## config.mk

```make
export PLATFORM = sky130hd
export DESIGN_NAME = regfile_write_sched
export DESIGN_NICKNAME = d
export VERILOG_FILES = /design/src/rtl/regfile_sched_pkg.sv /design/src/rtl/rr_arb2.sv /design/src/rtl/regfile_write_sched.sv
export SDC_FILE = /design/constraint.sdc
export NUM_CORES = 1
export LEC_CHECK = 0
export ABC_CLOCK_PERIOD_IN_PS = 3600
export CAP_MARGIN = 20
export CORE_UTILIZATION = 42
export DETAILED_ROUTE_END_ITERATION = 16
export PLACE_DENSITY = 0.86
export SYNTH_ARGS = -nofsm -noshare
export SYNTH_HDL_FRONTEND = slang
export SYNTH_SLANG_ARGS = --single-unit
```

## constraint.sdc

```tcl
create_clock -name CLK -period 3.6 [get_ports CLK]
set_input_delay 0.36 -clock CLK [delete_from_list [all_inputs] [get_ports CLK]]
set_output_delay 0.36 -clock CLK [all_outputs]
set_load 0.05 [all_outputs]
```

## src/rtl/regfile_sched_pkg.sv

```systemverilog
// Shared types and sizing for the register-file write scheduler.
package regfile_sched_pkg;

    localparam int unsigned DATA_W   = 8;
    localparam int unsigned ADDR_W   = 3;
    localparam int unsigned NUM_REGS = 8;

    localparam int unsigned REQ_A = 0;
    localparam int unsigned REQ_B = 1;

    typedef enum logic {
        IDLE  = 1'b0,
        CLEAR = 1'b1
    } state_t;

endpackage

```

## src/rtl/rr_arb2.sv

```systemverilog
// Two-way round-robin arbiter; the pointer only moves when both requesters compete.
module rr_arb2 (
    input  logic       CLK,
    input  logic       RESET,
    input  logic [1:0] req,
    input  logic       enable,
    output logic [1:0] gnt
);

    logic ptr;

    always_comb begin
        gnt = 2'b00;
        if (enable) begin
            if (&req) begin
                gnt = ptr ? 2'b10 : 2'b01;
            end else begin
                gnt = req;
            end
        end
    end

    always_ff @(posedge CLK or posedge RESET) begin
        if (RESET) begin
            ptr <= 1'b0;
        end else if (enable && (&req)) begin
            ptr <= ~ptr;
        end
    end

endmodule

```

## src/rtl/regfile_write_sched.sv

```systemverilog
// Write-port scheduler for the 8x8 register file: arbitrates A/B writes and
// runs the clear sequence, presenting registered WRITE/INADDRESS/IN to reg_file.
module regfile_write_sched #(
    parameter int unsigned DATA_W   = regfile_sched_pkg::DATA_W,
    parameter int unsigned ADDR_W   = regfile_sched_pkg::ADDR_W,
    parameter int unsigned NUM_REGS = regfile_sched_pkg::NUM_REGS
) (
    input  logic              CLK,
    input  logic              RESET,
    input  logic              A_VALID,
    input  logic [ADDR_W-1:0] A_ADDR,
    input  logic [DATA_W-1:0] A_DATA,
    output logic              A_READY,
    input  logic              B_VALID,
    input  logic [ADDR_W-1:0] B_ADDR,
    input  logic [DATA_W-1:0] B_DATA,
    output logic              B_READY,
    input  logic              CLEAR_REQ,
    output logic              BUSY,
    output logic              WRITE,
    output logic [ADDR_W-1:0] INADDRESS,
    output logic [DATA_W-1:0] IN
);

    import regfile_sched_pkg::*;

    localparam logic [ADDR_W-1:0] LAST_IDX = ADDR_W'(NUM_REGS - 1);

    state_t            state;
    state_t            state_next;
    logic [ADDR_W-1:0] clr_cnt;
    logic [ADDR_W-1:0] clr_cnt_next;
    logic              write_next;
    logic [ADDR_W-1:0] addr_next;
    logic [DATA_W-1:0] data_next;
    logic              busy_next;
    logic              arb_en;
    logic [1:0]        req;
    logic [1:0]        gnt;

    // Clear requests pre-empt A/B in the cycle they are seen.
    assign arb_en  = (state == IDLE) && !CLEAR_REQ;
    assign req     = {B_VALID, A_VALID};
    assign A_READY = gnt[REQ_A];
    assign B_READY = gnt[REQ_B];

    rr_arb2 u_arb (
        .CLK    (CLK),
        .RESET  (RESET),
        .req    (req),
        .enable (arb_en),
        .gnt    (gnt)
    );

    always_comb begin
        state_next   = state;
        clr_cnt_next = clr_cnt;
        write_next   = 1'b0;
        addr_next    = INADDRESS;
        data_next    = IN;
        case (state)
            IDLE: begin
                if (CLEAR_REQ) begin
                    state_next = CLEAR;
                end else if (gnt[REQ_A]) begin
                    write_next = 1'b1;
                    addr_next  = A_ADDR;
                    data_next  = A_DATA;
                end else if (gnt[REQ_B]) begin
                    write_next = 1'b1;
                    addr_next  = B_ADDR;
                    data_next  = B_DATA;
                end
            end
            CLEAR: begin
                write_next = 1'b1;
                addr_next  = clr_cnt;
                data_next  = '0;
                if (clr_cnt == LAST_IDX) begin
                    state_next   = IDLE;
                    clr_cnt_next = '0;
                end else begin
                    clr_cnt_next = clr_cnt + ADDR_W'(1);
                end
            end
            default: begin
                state_next   = IDLE;
                clr_cnt_next = '0;
            end
        endcase
        // BUSY tracks the CLEAR state so it falls exactly when A/B may be granted again.
        busy_next = (state_next == CLEAR);
    end

    always_ff @(posedge CLK or posedge RESET) begin
        if (RESET) begin
            state     <= IDLE;
            clr_cnt   <= '0;
            WRITE     <= 1'b0;
            INADDRESS <= '0;
            IN        <= '0;
            BUSY      <= 1'b0;
        end else begin
            state     <= state_next;
            clr_cnt   <= clr_cnt_next;
            WRITE     <= write_next;
            INADDRESS <= addr_next;
            IN        <= data_next;
            BUSY      <= busy_next;
        end
    end

endmodule

```

Word-level counts from Yosys, hierarchy flattened
Cells that the tools add are included.

word-level totals
  bits in registers = 17
  output and inout port bits = 15

cells by class
  add/sub/neg operators = 1
  equality and inequality tests = 3
  mux-type cells = 19
  bitwise gates (word level) = 2
  reduce and logical (&&, ||, !) cells = 5

operators by type and width
  operator                                      count
  two-way mux 8 bit                             3
  case mux 8 bit (2 select lines)               1
  two-way mux 3 bit                             4
  two-way mux 2 bit                             3
  case mux 3 bit (2 select lines)               1
  two-way mux 1 bit                             5
  case mux 1 bit (2 select lines)               2
  AND reduction 2 bit                           2
  adder 3 x 1 -> 3 bit, second input constant   1
  == test 3 bit, second input constant          1
  inequality test 3 bit, second input constant  1
  logical AND 1 bit                             2
  inequality test 2 bit, second input constant  1
  NOT 1 bit                                     2
  zero test 1 bit                               1

Logic depth before layout (Yosys ltp)
  depth after elaboration = 7
  mapped depth = 5

Hierarchy
From an unflattened synthesis, not the netlist that was laid out.

second synthesis, totals
  cell total of the unflattened synthesis = 84
  area, all modules = 898.4 um^2

modules (own cells, without submodules)
  module               instances  cells each  area each (um^2)  sequential area each (um^2)
  regfile_write_sched  1          75          834.6             400.4
  rr_arb2              1          9           63.8              25.0

Least setup slack after synthesis
OpenSTA, ideal clock, no wires.

  path kind = register to output
  start = register state
  end = output port A_READY
  arrival = 2.039 ns
  slack = 1.201 ns
  cell stages (with the launch flop) = 4
  buffers on the path = 2
  path through = dfrtp_1 buf_6 buf_2 nor3_1

on the way
  word-level cells in the longest chain between the ends = 3

ends and longest elaborated chain
  item                    RTL line                    RTL
  from (decl)             regfile_write_sched.sv:29   state_t state;
  from (signal assigned)  regfile_write_sched.sv:104  state <= state_next;
  NOT 1 bit               n/a
  logical AND 1 bit       regfile_write_sched.sv:42   assign arb_en = (state == IDLE) && !CLEAR_REQ;
  two-way mux 2 bit       rr_arb2.sv:14               if (enable) begin
  to (decl)               regfile_write_sched.sv:13   output logic A_READY,

Every way passes these cells.

Worst setup path in the final report
  start = register state
  end = output port B_READY

on the way
  word-level cells in the longest chain between the ends = 3

ends and longest elaborated chain
  item               RTL line                   RTL
  NOT 1 bit          n/a
  logical AND 1 bit  regfile_write_sched.sv:42
  two-way mux 2 bit  rr_arb2.sv:14
  to (decl)          regfile_write_sched.sv:17  output logic B_READY,

Every way passes these cells.

==> qor.txt <==
Status: finished, final reports clean
Reg2reg start: state
Vias in the first global route: 707
IO Pins: 42
Leakage power figure: 0.5796 nW
Total Wirelength: 2082 um
CTS Hold Bufs: 0
Yosys reg bits: 17
Total track usage: 21.40%
Slew headroom: 57.56%
PostCTS Resize Cnt: 0
Syn. warnings: 0
Placed instance area: 1264 um^2
Final net count: 145
Largest net degree at the start of global routing: 18
Unrepaired setup endpoints after global routing: false
Slowest cell on crit path: clkdlybuf4s50_1
Final critical-path share of the clock period: 76.85%
HPWL Detailed: 1590 um
Clock Sink Count: 17
Worst hold slack: 436.9 ps
CTS tree: done
Count leader, synth: dfrtp_1
CP Data Required Time: 3240 ps
Clock Latency Late Sink: 290 ps
Post-CTS setup buffer count: 0
Number of remaining DRC errors: 0
Layout area overhead: 53.12%
Final Hold Fails: 0
Placer Congestion: 0.7507
R2R Setup Slk: 2020 ps
Clk_skew: 5.669 ps
Crit-path cells: nor4_4, clkdlybuf4s50_1
Net Count, Synth: 102
CP max stage delay: 900 ps
Clock Path Buffers: 2
Area leader, netlist: dfrtp_1
Max Slew Vio Count: 0
Peak VDD IR: 0.3902 mV
Routed Antenna Nets: 0
Yosys top cell area share: 50.45%
# H-tree levels: 1
Max Freq: 361.4 MHz
# port buffers: 41
CP startpoint: state
Final Cell Area: 1291 um^2
N_diodes: 0
Pwr Total: 0.0007842 W
CTS buffer count: 3
Synth Flop Type: dfrtp_1
Die X: 46.81 um
PnR worst setup slack: 833.3 ps
DP Worst Slack: 852.4 ps
Critical Path Source Type: flip-flop
Endpoint type of the worst setup path: output pin
DR vias: 758
PwrDens: 607.3 nW/um^2
Initial antenna violation count: 0
DR vias/cell: 5.414
Gate Count Post-Synth: 73
Drt wl/cell: 14.87 um
Rows: 15
TNS Setup: 0 ps
Share of cells above drive strength 1: 12.17%
Worst slew pin tran: 635.8 ps
Syn Std Cell Area: 843.3 um^2
Fraction of registers with async set/reset: 100.0%
Min Tclk post-route: 2767 ps
Area contributors post-synth: dfrtp_1 50%, a221o_1 9.5%, and3_1 5.9%
CTS Root Cell: clkbuf_4
CP max FO: 16
First-pass GRT wire length: 3249 um
Commonest cells post-synth: 17 x dfrtp_1, 8 x a221o_1, 8 x and3_1, 4 x inv_1, 3 x nand2_1
Die Y: 46.81 um
GR Overflow Total: 0
Router iterations before antenna repair: 4
Max-capacitance violation count: 0
Cell variety after synth: 29
Register area share after synthesis: 50.45%
Starting Density: 46.81%
Final setup violation count: 0
DRT iter0 DRCs: 19
Worst Hold Class: in2async
Die area: 2191 um^2
Worst EP arrival: 2410 ps
Mean Syn Cell Area: 11.55 um^2
Kind of critical path: reg2out
Post-synth EDFFs: 0
Clock transition at the registers of the reported paths: 100 ps
Core area: 1802 um^2
==> per-layer routing <==
metal | up-vias | part of all wire (%) | wire length [um] | track usage, %
li1 | 360 | - | - | -
met1 | 361 | 46 | 956 | 29.41
met2 | 32 | 45 | 937 | 31.94
met3 | 5 | 7.0 | 146 | 5.385
met4 | 0 | 2.0 | 42 | 9.714
met5 | - | 0 | 0 | 0
==> registers in the layout (all words and copies together) (netlist names) <==
name	flops
clr_cnt	3
u_arb.ptr	1
IN	8
INADDRESS	3
state	1
WRITE	1
==> worst paths after layout <==
path | end | depth (start not counted)
min in group CLK | IN[2] | 1
max | B_READY | 2
min | state | 2
max reg2reg | u_arb.ptr | 3
min reg2reg | IN[2] | 1
max in group asynchronous | u_arb.ptr | 2
==> through the flow <==
step / util (%) / instances
global placement: 70.14 / 136
floorplan: - / 73
global route: 71.67 / 140
CTS: 71.67 / 140
finish: 71.67 / 140
detailed placement: 70.14 / 136
==> area by class of cell <==
class | count | area (um^2)
Tap cell | 25 | 31.28
Sequential cell | 17 | 425.4
Clock buffer | 3 | 22.52
Clock inverter | 1 | 5.005
Fill cell | 146 | 510.5
Multi-Input combinational cell | 48 | 377.9
Inverter | 5 | 18.77
Timing Repair Buffer | 41 | 410.4
==> kinds of logic (layout without fill, tap and decap cells) <==
logic type | after synthesis | count (layout) | share of synthesized area, %
buffers and inverters | 8 | 50 | 4.747
AOI/OAI and AO/OA | 20 | 20 | 19.73
xor gates and xnor gates | 1 | 1 | 1.039
and+or+nand+nor | 22 | 22 | 17.21
DFF | 17 | 17 | 50.45
adders and majority gates | 2 | 2 | 2.967
muxes | 3 | 3 | 3.857
==> where the power goes <==
group | internal, W | switching (W) | leakage [nW] | total, W
clock | 0.0000414 | 0.0000610 | 0.0177 | 0.000102
sequential | 0.000249 | 0.0000533 | 0.212 | 0.000303
combinational | 0.000159 | 0.000220 | 0.350 | 0.000379
total | 0.000450 | 0.000334 | 0.580 | 0.000784
==> cell usage in the layout, fill, tap and decap left out, types with 2 or more instances in the layout <==
cell type / count
nor2_2: 2
o22ai_1: 2
a31oi_1: 2
nor3_1: 2
ha_1: 2
dfrtp_1: 17
mux2_2: 2
clkdlybuf4s50_1: 41
and3_1: 8
nand2b_1: 2
a221o_1: 8
nand2_1: 3
o31ai_1: 2
inv_1: 4
clkbuf_4: 3
==> worst max-delay path: cells and delay by family, from the launching register on <==
family,cells,cell delay [ps]
DFF,1,600
buffers and inverters,1,900
and+or+nand+nor,1,600
Power figures use the tool's default switching activity.
